<file path="config.mk">
export PLATFORM = sky130hd
export DESIGN_NAME = tap_controller_flat
export DESIGN_NICKNAME = d
export VERILOG_FILES = /design/src/rtl/tap_pkg.sv /design/src/rtl/tap_if.sv /design/src/rtl/tap_clock_gate.sv /design/src/rtl/tap_controller.sv /design/src/flat_wrapper.sv
export SDC_FILE = /design/constraint.sdc
export NUM_CORES = 1
export LEC_CHECK = 0
export ABC_AREA = 1
export CAP_MARGIN = 25
export CORE_AREA = 10 10 47 49
export CTS_CLUSTER_DIAMETER = 40
export DETAILED_ROUTE_END_ITERATION = 8
export DIE_AREA = 0 0 57 59
export GPL_ROUTABILITY_DRIVEN = 1
export GPL_TIMING_DRIVEN = 1
export PLACE_DENSITY = 0.7
export SLEW_MARGIN = 20
export SYNTH_ARGS = -nofsm -noshare
export SYNTH_HDL_FRONTEND = slang
export SYNTH_SLANG_ARGS = --single-unit
export TNS_END_PERCENT = 1
</file>
<file path="constraint.sdc">
create_clock -name TCK -period 1.7 [get_ports TCK]
set_input_delay 0.425 -clock TCK [delete_from_list [all_inputs] [get_ports TCK]]
set_output_delay 0.425 -clock TCK [all_outputs]
set_load 0.01 [all_outputs]
</file>
<file path="src/rtl/tap_pkg.sv">
// -----------------------------------------------------------------------------
// tap_pkg
// Shared definitions for the IEEE 1149.1 TAP controller.
//   STATE_W        width of the encoded TAP state (fixed at 4)
//   tap_state_t    the 16 TAP states, encoded per the 1149.1 hex table
//   is_ir_column() true for SelIR through UpdIR
//   next_state()   TMS-driven transition function
// -----------------------------------------------------------------------------
package tap_pkg;

  localparam int STATE_W = 4;

  typedef enum logic [STATE_W-1:0] {
    EX2_DR   = 4'h0,
    EX1_DR   = 4'h1,
    SH_DR    = 4'h2,
    PAUSE_DR = 4'h3,
    SEL_IR   = 4'h4,
    UPD_DR   = 4'h5,
    CAP_DR   = 4'h6,
    SEL_DR   = 4'h7,
    EX2_IR   = 4'h8,
    EX1_IR   = 4'h9,
    SH_IR    = 4'hA,
    PAUSE_IR = 4'hB,
    RTI      = 4'hC,
    UPD_IR   = 4'hD,
    CAP_IR   = 4'hE,
    TLR      = 4'hF
  } tap_state_t;

  function automatic logic is_ir_column(tap_state_t s);
    case (s)
      SEL_IR, CAP_IR, SH_IR, EX1_IR, PAUSE_IR, EX2_IR, UPD_IR: is_ir_column = 1'b1;
      default:                                                 is_ir_column = 1'b0;
    endcase
  endfunction

  function automatic tap_state_t next_state(tap_state_t s, logic tms);
    case (s)
      TLR:      next_state = tms ? TLR      : RTI;
      RTI:      next_state = tms ? SEL_DR   : RTI;
      SEL_DR:   next_state = tms ? SEL_IR   : CAP_DR;
      CAP_DR:   next_state = tms ? EX1_DR   : SH_DR;
      SH_DR:    next_state = tms ? EX1_DR   : SH_DR;
      EX1_DR:   next_state = tms ? UPD_DR   : PAUSE_DR;
      PAUSE_DR: next_state = tms ? EX2_DR   : PAUSE_DR;
      EX2_DR:   next_state = tms ? UPD_DR   : SH_DR;
      UPD_DR:   next_state = tms ? SEL_DR   : RTI;
      SEL_IR:   next_state = tms ? TLR      : CAP_IR;
      CAP_IR:   next_state = tms ? EX1_IR   : SH_IR;
      SH_IR:    next_state = tms ? EX1_IR   : SH_IR;
      EX1_IR:   next_state = tms ? UPD_IR   : PAUSE_IR;
      PAUSE_IR: next_state = tms ? EX2_IR   : PAUSE_IR;
      EX2_IR:   next_state = tms ? UPD_IR   : SH_IR;
      UPD_IR:   next_state = tms ? SEL_DR   : RTI;
      default:  next_state = TLR;
    endcase
  endfunction

endpackage

</file>
<file path="src/rtl/tap_if.sv">
// -----------------------------------------------------------------------------
// tap_if
// Bundle between the TAP controller and the scan registers it drives.
//   TMS             test mode select, into the controller
//   TapState        current encoded state (debug)
//   TestLogicReset, CaptureDR, ShiftDR, ShiftIR   Moore state decodes
//   ClockDR, ClockIR, UpdateDR, UpdateIR          gated TCK, idle high
//   Select          1 = IR path, 0 = DR path (TDO mux)
//   Enable          TDO output enable
// Transfer semantics: there is no valid/ready handshake. TMS is level-sampled
// on every rising TCK, and every TCK cycle is one state step; the registers on
// the slave side act on the gated clocks and decodes without back-pressure.
// -----------------------------------------------------------------------------
interface tap_if;
  import tap_pkg::*;

  logic               TMS;
  logic [STATE_W-1:0] TapState;
  logic               TestLogicReset;
  logic               CaptureDR;
  logic               ShiftDR;
  logic               ClockDR;
  logic               UpdateDR;
  logic               ShiftIR;
  logic               ClockIR;
  logic               UpdateIR;
  logic               Select;
  logic               Enable;

  modport master (
    input  TMS,
    output TapState, TestLogicReset, CaptureDR, ShiftDR, ClockDR, UpdateDR,
           ShiftIR, ClockIR, UpdateIR, Select, Enable
  );

  modport slave (
    output TMS,
    input  TapState, TestLogicReset, CaptureDR, ShiftDR, ClockDR, UpdateDR,
           ShiftIR, ClockIR, UpdateIR, Select, Enable
  );
endinterface

</file>
<file path="src/rtl/tap_clock_gate.sv">
// -----------------------------------------------------------------------------
// tap_clock_gate
// Gated copy of TCK: gclk = clk | ~enable, where enable is registered on the
// falling clk edge. While clk is high the output is always high; during the
// low half-cycle it is low only if the enable was set at that falling edge,
// so the output rises exactly at the rising clk that ends an enabled cycle.
//   clk   TCK
//   en    enable for the cycle now in progress (sampled on falling clk)
//   gclk  gated clock, idle high
// -----------------------------------------------------------------------------
module tap_clock_gate (
  input  logic clk,
  input  logic en,
  output wire  gclk
);

  // Holds the inverted enable so the gate itself is a single OR cell.
  logic en_n_q;

  always_ff @(negedge clk) begin
    en_n_q <= ~en;
  end

  or u_or (gclk, clk, en_n_q);

endmodule

</file>
<file path="src/rtl/tap_controller.sv">
// -----------------------------------------------------------------------------
// tap_controller
// IEEE 1149.1 TAP state machine driving the bypass, instruction and
// boundary-scan registers of the ripple-adder DFT chain.
//   TCK    test clock (rising edge: state, falling edge: enables)
//   Reset  synchronous active-high, forces Test-Logic-Reset
//   bus    tap_if.master: TMS in; state, decodes, gated clocks, Select/Enable out
// -----------------------------------------------------------------------------
module tap_controller
  import tap_pkg::*;
(
  input logic   TCK,
  input logic   Reset,
  tap_if.master bus
);

  tap_state_t state;
  tap_state_t state_nxt;

  logic test_logic_reset;
  logic capture_dr;
  logic shift_dr;
  logic shift_ir;
  logic dr_clk_en;
  logic ir_clk_en;
  logic dr_upd_en;
  logic ir_upd_en;
  logic enable_d;
  logic select_d;
  logic enable_q;
  logic select_q;

  // State register; Reset overrides TMS in every state.
  always_ff @(posedge TCK) begin
    if (Reset) begin
      state <= TLR;
    end else begin
      state <= state_nxt;
    end
  end

  // Next state plus all decodes of the current state.
  always_comb begin
    state_nxt        = state;
    test_logic_reset = 1'b0;
    capture_dr       = 1'b0;
    shift_dr         = 1'b0;
    shift_ir         = 1'b0;
    dr_clk_en        = 1'b0;
    ir_clk_en        = 1'b0;
    dr_upd_en        = 1'b0;
    ir_upd_en        = 1'b0;
    enable_d         = 1'b0;
    select_d         = 1'b0;

    state_nxt        = next_state(state, bus.TMS);
    test_logic_reset = (state == TLR);
    capture_dr       = (state == CAP_DR);
    shift_dr         = (state == SH_DR);
    shift_ir         = (state == SH_IR);
    dr_clk_en        = (state == CAP_DR) || (state == SH_DR);
    ir_clk_en        = (state == CAP_IR) || (state == SH_IR);
    dr_upd_en        = (state == UPD_DR);
    ir_upd_en        = (state == UPD_IR);
    enable_d         = (state == SH_DR) || (state == SH_IR);
    select_d         = is_ir_column(state);
  end

  // TDO-path controls change on falling TCK so they are stable around the
  // rising edge at which downstream registers shift. In TLR both clear.
  always_ff @(negedge TCK) begin
    enable_q <= enable_d;
    select_q <= select_d;
  end

  tap_clock_gate u_clock_dr  (.clk(TCK), .en(dr_clk_en), .gclk(bus.ClockDR));
  tap_clock_gate u_clock_ir  (.clk(TCK), .en(ir_clk_en), .gclk(bus.ClockIR));
  tap_clock_gate u_update_dr (.clk(TCK), .en(dr_upd_en), .gclk(bus.UpdateDR));
  tap_clock_gate u_update_ir (.clk(TCK), .en(ir_upd_en), .gclk(bus.UpdateIR));

  assign bus.TapState       = state;
  assign bus.TestLogicReset = test_logic_reset;
  assign bus.CaptureDR      = capture_dr;
  assign bus.ShiftDR        = shift_dr;
  assign bus.ShiftIR        = shift_ir;
  assign bus.Enable         = enable_q;
  assign bus.Select         = select_q;

endmodule

</file>
<file path="src/flat_wrapper.sv">
// flat-port wrapper written by rule: the top's interface ports become plain ports
module tap_controller_flat import tap_pkg::*;
  (TCK, Reset, bus_TMS, bus_TapState, bus_TestLogicReset, bus_CaptureDR, bus_ShiftDR, bus_ClockDR, bus_UpdateDR, bus_ShiftIR, bus_ClockIR, bus_UpdateIR, bus_Select, bus_Enable);
  tap_if bus_i ();
  input logic TCK;
  input logic Reset;
  input wire logic [$bits(bus_i.TMS)-1:0] bus_TMS;
  output wire logic [$bits(bus_i.TapState)-1:0] bus_TapState;
  output wire logic [$bits(bus_i.TestLogicReset)-1:0] bus_TestLogicReset;
  output wire logic [$bits(bus_i.CaptureDR)-1:0] bus_CaptureDR;
  output wire logic [$bits(bus_i.ShiftDR)-1:0] bus_ShiftDR;
  output wire logic [$bits(bus_i.ClockDR)-1:0] bus_ClockDR;
  output wire logic [$bits(bus_i.UpdateDR)-1:0] bus_UpdateDR;
  output wire logic [$bits(bus_i.ShiftIR)-1:0] bus_ShiftIR;
  output wire logic [$bits(bus_i.ClockIR)-1:0] bus_ClockIR;
  output wire logic [$bits(bus_i.UpdateIR)-1:0] bus_UpdateIR;
  output wire logic [$bits(bus_i.Select)-1:0] bus_Select;
  output wire logic [$bits(bus_i.Enable)-1:0] bus_Enable;
  assign bus_i.TMS = bus_TMS;
  assign bus_TapState = bus_i.TapState;
  assign bus_TestLogicReset = bus_i.TestLogicReset;
  assign bus_CaptureDR = bus_i.CaptureDR;
  assign bus_ShiftDR = bus_i.ShiftDR;
  assign bus_ClockDR = bus_i.ClockDR;
  assign bus_UpdateDR = bus_i.UpdateDR;
  assign bus_ShiftIR = bus_i.ShiftIR;
  assign bus_ClockIR = bus_i.ClockIR;
  assign bus_UpdateIR = bus_i.UpdateIR;
  assign bus_Select = bus_i.Select;
  assign bus_Enable = bus_i.Enable;
  tap_controller u_core (.TCK(TCK), .Reset(Reset), .bus(bus_i));
endmodule
</file>
### Word level (Yosys, flattened, before mapping)

Index checks and enable logic that the tools add are counted.

* equal/unequal tests: 15
* multiplexer cells: 14
* bitwise gates (word level): 8
* reduce and logical (&&, ||, !) cells: 8

Operators by type and width (count)
* $pmux W4 S12: 1
* $eq A4 B4 Y1 const B: 8
* $eq A4 B3 Y1 const B: 4
* $mux W2: 6
* $mux W3: 4
* $eq A4 B2 Y1 const B: 2
* $reduce_or A7 Y1: 1
* $eq A4 B1 Y1 const B: 1
* $logic_not A4 Y1: 1
* $mux W4: 1
* $not A1 Y1: 4
* $or A1 B1 Y1: 4
* $reduce_or A2 Y1: 2
* $logic_or A1 B1 Y1: 3
* $reduce_or A3 Y1: 1
* $mux W1: 2

* bits in registers: 10
* input bits: 3
* logic and storage cells: 52

### Longest topological paths before layout

Gate-level depths: netlist (run 1).

* depth in word-level cells: 3
* mapped depth: 7
* gate-level depth less buffers: 7

### Cells and area by module

From an unflattened synthesis (run 1), not the netlist that was laid out.

* cell total of the unflattened synthesis: 79
* area total of the unflattened synthesis: 540.5 um2

Modules (own cells, without submodules)
* tap_controller: times used 1, cells an instance 59, area an instance 390.4 um2
* tap_clock_gate: times used 4, cells an instance 5, area an instance 37.5 um2

==> run_results.csv, run 1 <==
group,metric,value,unit
timing,maxSlewViolCount,0,
logic_synthesis,syn_area_per_cell,6.792,µm²
routing,ant_nets,0,
placement,placed_area,842.1,µm²
global_route,grt_pass1_vias,735,
routing,dr.pass1.iters,3,
setup_path,critPathMaxStageDelay,0.30,ns
cells_and_area,drive_gt1_frac,0.4836,
logic_synthesis,synth_fp_nets,80,
floorplanning,rows,14,
cells_and_area,fin_nets,126,
routing,num_vias,650,
routing,drt_iter0_drc,2,
clocking,holdBufCountCts,0,
setup_path,critPathCaptureType,"output pin",
logic_synthesis,netlist_instances,77,
timing,slew_headroom,0.8176,
floorplanning,die_x,57,µm
routing,topRoutingLayerUsed,"met4",
floorplanning,die_area,0.003363,mm²
hold_path,min_from,"u_core.bus.TapState[1]",
setup_path,regToRegSetupSlack,-0.03,ns
cells_and_area,syn2layout_area_growth,78.47,%
clocking,clkSlewWorstSetupHoldPaths,0.07,ns
hold_path,hp-class,"flip-flop to flip-flop",
outcome,outcome,"complete, but fails checks",
setup_path,cp.required,1.27,ns
setup_path,rr_startpoint,"u_core.bus.TapState[3]",
global_route,grt_use_total,0.1022,
global_route,grt_max_degree,9,
hold_path,hold_end,"u_core.bus.TapState[2]",
floorplanning,initial_core_util,0.3732,
timing,worstMarginPinSlew,0.2727,ns
setup_path,critical_path.startpoint_type,"flip-flop",
setup_path,r2r-end,"u_core.bus.Select",
routing,wl_met2,930,µm
floorplanning,die_y,59,µm
setup_path,path_max_fanout,1,
routing,avgViaCountPerCell,4.710,
timing,hold_viol,0,
routing,wl_met1,652,µm
timing,fin_skew,0.06491,ns
routing,wl_met3,99,µm
setup_path,worstSetupPathType,"flip-flop to output pin",
hold_path,min_path_cells,3,
routing,wl_per_cell,12.49,µm
placement,dpl.hpwl,1309,µm
clocking,post-cts-setup-buffers,0,
cells_and_area,post-route-util,0.6661,
timing,holdWs,0.6722,ns
timing,setup_violations,11,
pwr,leakage,0.4926,nW
cells_and_area,stdcell_area,933.4,µm²
timing,rsz0062_at_grt,"true",
placement,portBuffers,16,
logic_synthesis,yosysWarningCount,0,
floorplanning,core_area,0.001401,mm²
pwr,power_density,1970,mW/mm²
outcome,failed_checks,"negative setup slack",
global_route,grt_overflow_total,0,
cells_and_area,most-common-layout-cells,"16 x nand2_1, 16 x buf_4, 12 x inv_1",
flow_run,max_cap_violations,0,
timing,fin_ws,-0.6558,ns
setup_path,crit_path_top_delay_cell,"dfxtp_1",
clocking,clk_latency,0.44,ns
pwr,max-vdd-ir-drop,0.9518,mV
logic_synthesis,synth_seq_cells,10,
logic_synthesis,synth_area,523.0,µm²
setup_path,arrival,1.93,ns
cells_and_area,diodes,0,
setup_path,cp_cell_sequence,"or2_4, buf_6",
global_route,grt_pass1_wl,2663,µm
logic_synthesis,synth.distinct_cells,18,
routing,routed_wirelength,1724,µm
routing,drc_errors,0,
placement,globalplace.congestion,0.9288,
setup_path,r2r_cells,4,
clocking,cts_tree,"yes",
floorplanning,pin_count,17,
logic_synthesis,ys_seq_area_frac,0.3828,
global_route,antenna_found_initial,0,
## synthesized netlist by cell type (all sizes together)
cell type	number	area, µm²
buf	1	11.26
or2	4	25.02
dfxtp	10	200.2
nand3b	2	15.01
nand4	1	6.260
a21oi	4	20.02
nor3b	1	12.51
nand2	21	88.84
inv	10	37.53
nor3	1	5.000
nor2	17	73.82
nand3	4	20.02
o21bai	1	7.510
## worst max path at each step
stage,from,endpoint,slack [ns],cells past startpoint
after global routing,u_core.u_update_ir.en_n_q,bus_UpdateIR,-0.69,2
after detailed placement,u_core.u_update_dr.en_n_q,bus_UpdateDR,-0.53,2
after CTS,u_core.u_update_dr.en_n_q,bus_UpdateDR,-0.66,2
after floorplan,u_core.u_clock_dr.en_n_q,bus_ClockDR,-0.08,1
final,u_core.u_update_dr.en_n_q,bus_UpdateDR,-0.66,2
after global placement,u_core.u_clock_dr.en_n_q,bus_ClockDR,-0.52,2
## registers in the layout, indices dropped and copies added, names as in the netlist
register / cells
u_core.bus.Enable: 1
u_core.u_update_dr.en_n_q: 1
u_core.u_clock_dr.en_n_q: 1
u_core.u_update_ir.en_n_q: 1
u_core.bus.Select: 1
u_core.u_clock_ir.en_n_q: 1
u_core.bus.TapState: 4
## area by class of cell
cell class / instances / area, µm²
clock inverter: 6 / 22.52
multi-input combinational: 56 / 311.5
fill: 122 / 467.9
inverter: 9 / 38.79
clock buffer: 12 / 101.3
tap: 16 / 20.02
sequential: 10 / 216.5
timing repair buffer: 29 / 222.7
## logic make-up after synthesis
kind of cell	after synthesis	synth area share
buf+inv	11	0.09329
compound gates	5	0.05264
simple gates	51	0.4713
flops	10	0.3828
## power breakdown
group          switching [W]  internal (W)
combinational       0.000462      0.000445
sequential         0.0000939      0.000353
clock               0.000201      0.000284
total               0.000757       0.00108
## what timing repair did
item,4_1_cts,5_1_grt
setup endpoints to repair,21,17
pin swaps,0,2
resized for setup,52,12
## worst max-delay path, delay by kind of cell (launching register included)
family	cells	cell delay, ns
AND/OR/NAND/NOR	1	0.23
flip-flops	1	0.30
buffers and inverters	1	0.12
## routing by layer
| layer | up-vias | GRT usage |
|---|---|---|
| met5 | - | 0 |
| met4 | 0 | 0.09396 |
| met2 | 20 | 0.1566 |
| li1 | 328 | - |
| met3 | 4 | 0.07511 |
| met1 | 298 | 0.08602 |
## stage by stage
stage,instances,power [W],setup TNS (ns),worst slack [ns]
floorplan,77,0.0008947,-0.3800,-0.07658
finish,138,0.001839,-3.461,-0.6558
global route,138,0.001991,-3.785,-0.6914
global placement,125,0.001418,-3.151,-0.5222
CTS,138,0.001790,-3.659,-0.6633
detailed placement,125,0.001443,-3.258,-0.5324
Note: power is estimated with default switching activity, not from simulation.
==> run 2, diff against run 1 <==
--- a/config.mk
+++ b/config.mk
@@ -14,7 +14,6 @@
 export GPL_ROUTABILITY_DRIVEN = 1
 export GPL_TIMING_DRIVEN = 1
 export PLACE_DENSITY = 0.7
-export SLEW_MARGIN = 20
 export SYNTH_ARGS = -nofsm -noshare
 export SYNTH_HDL_FRONTEND = slang
 export SYNTH_SLANG_ARGS = --single-unit
==> results of run 2 <==
Final layout, timing and power as in run 1 (identical DEF).
==> run 3, diff against run 2 <==
--- a/config.mk
+++ b/config.mk
@@ -6,7 +6,7 @@
 export NUM_CORES = 1
 export LEC_CHECK = 0
 export ABC_AREA = 1
-export CAP_MARGIN = 25
+export CAP_MARGIN = 40
 export CORE_AREA = 10 10 47 49
 export CTS_CLUSTER_DIAMETER = 40
 export DETAILED_ROUTE_END_ITERATION = 8
==> results of run 3 <==
Final layout, timing and power as in run 1 (identical DEF).
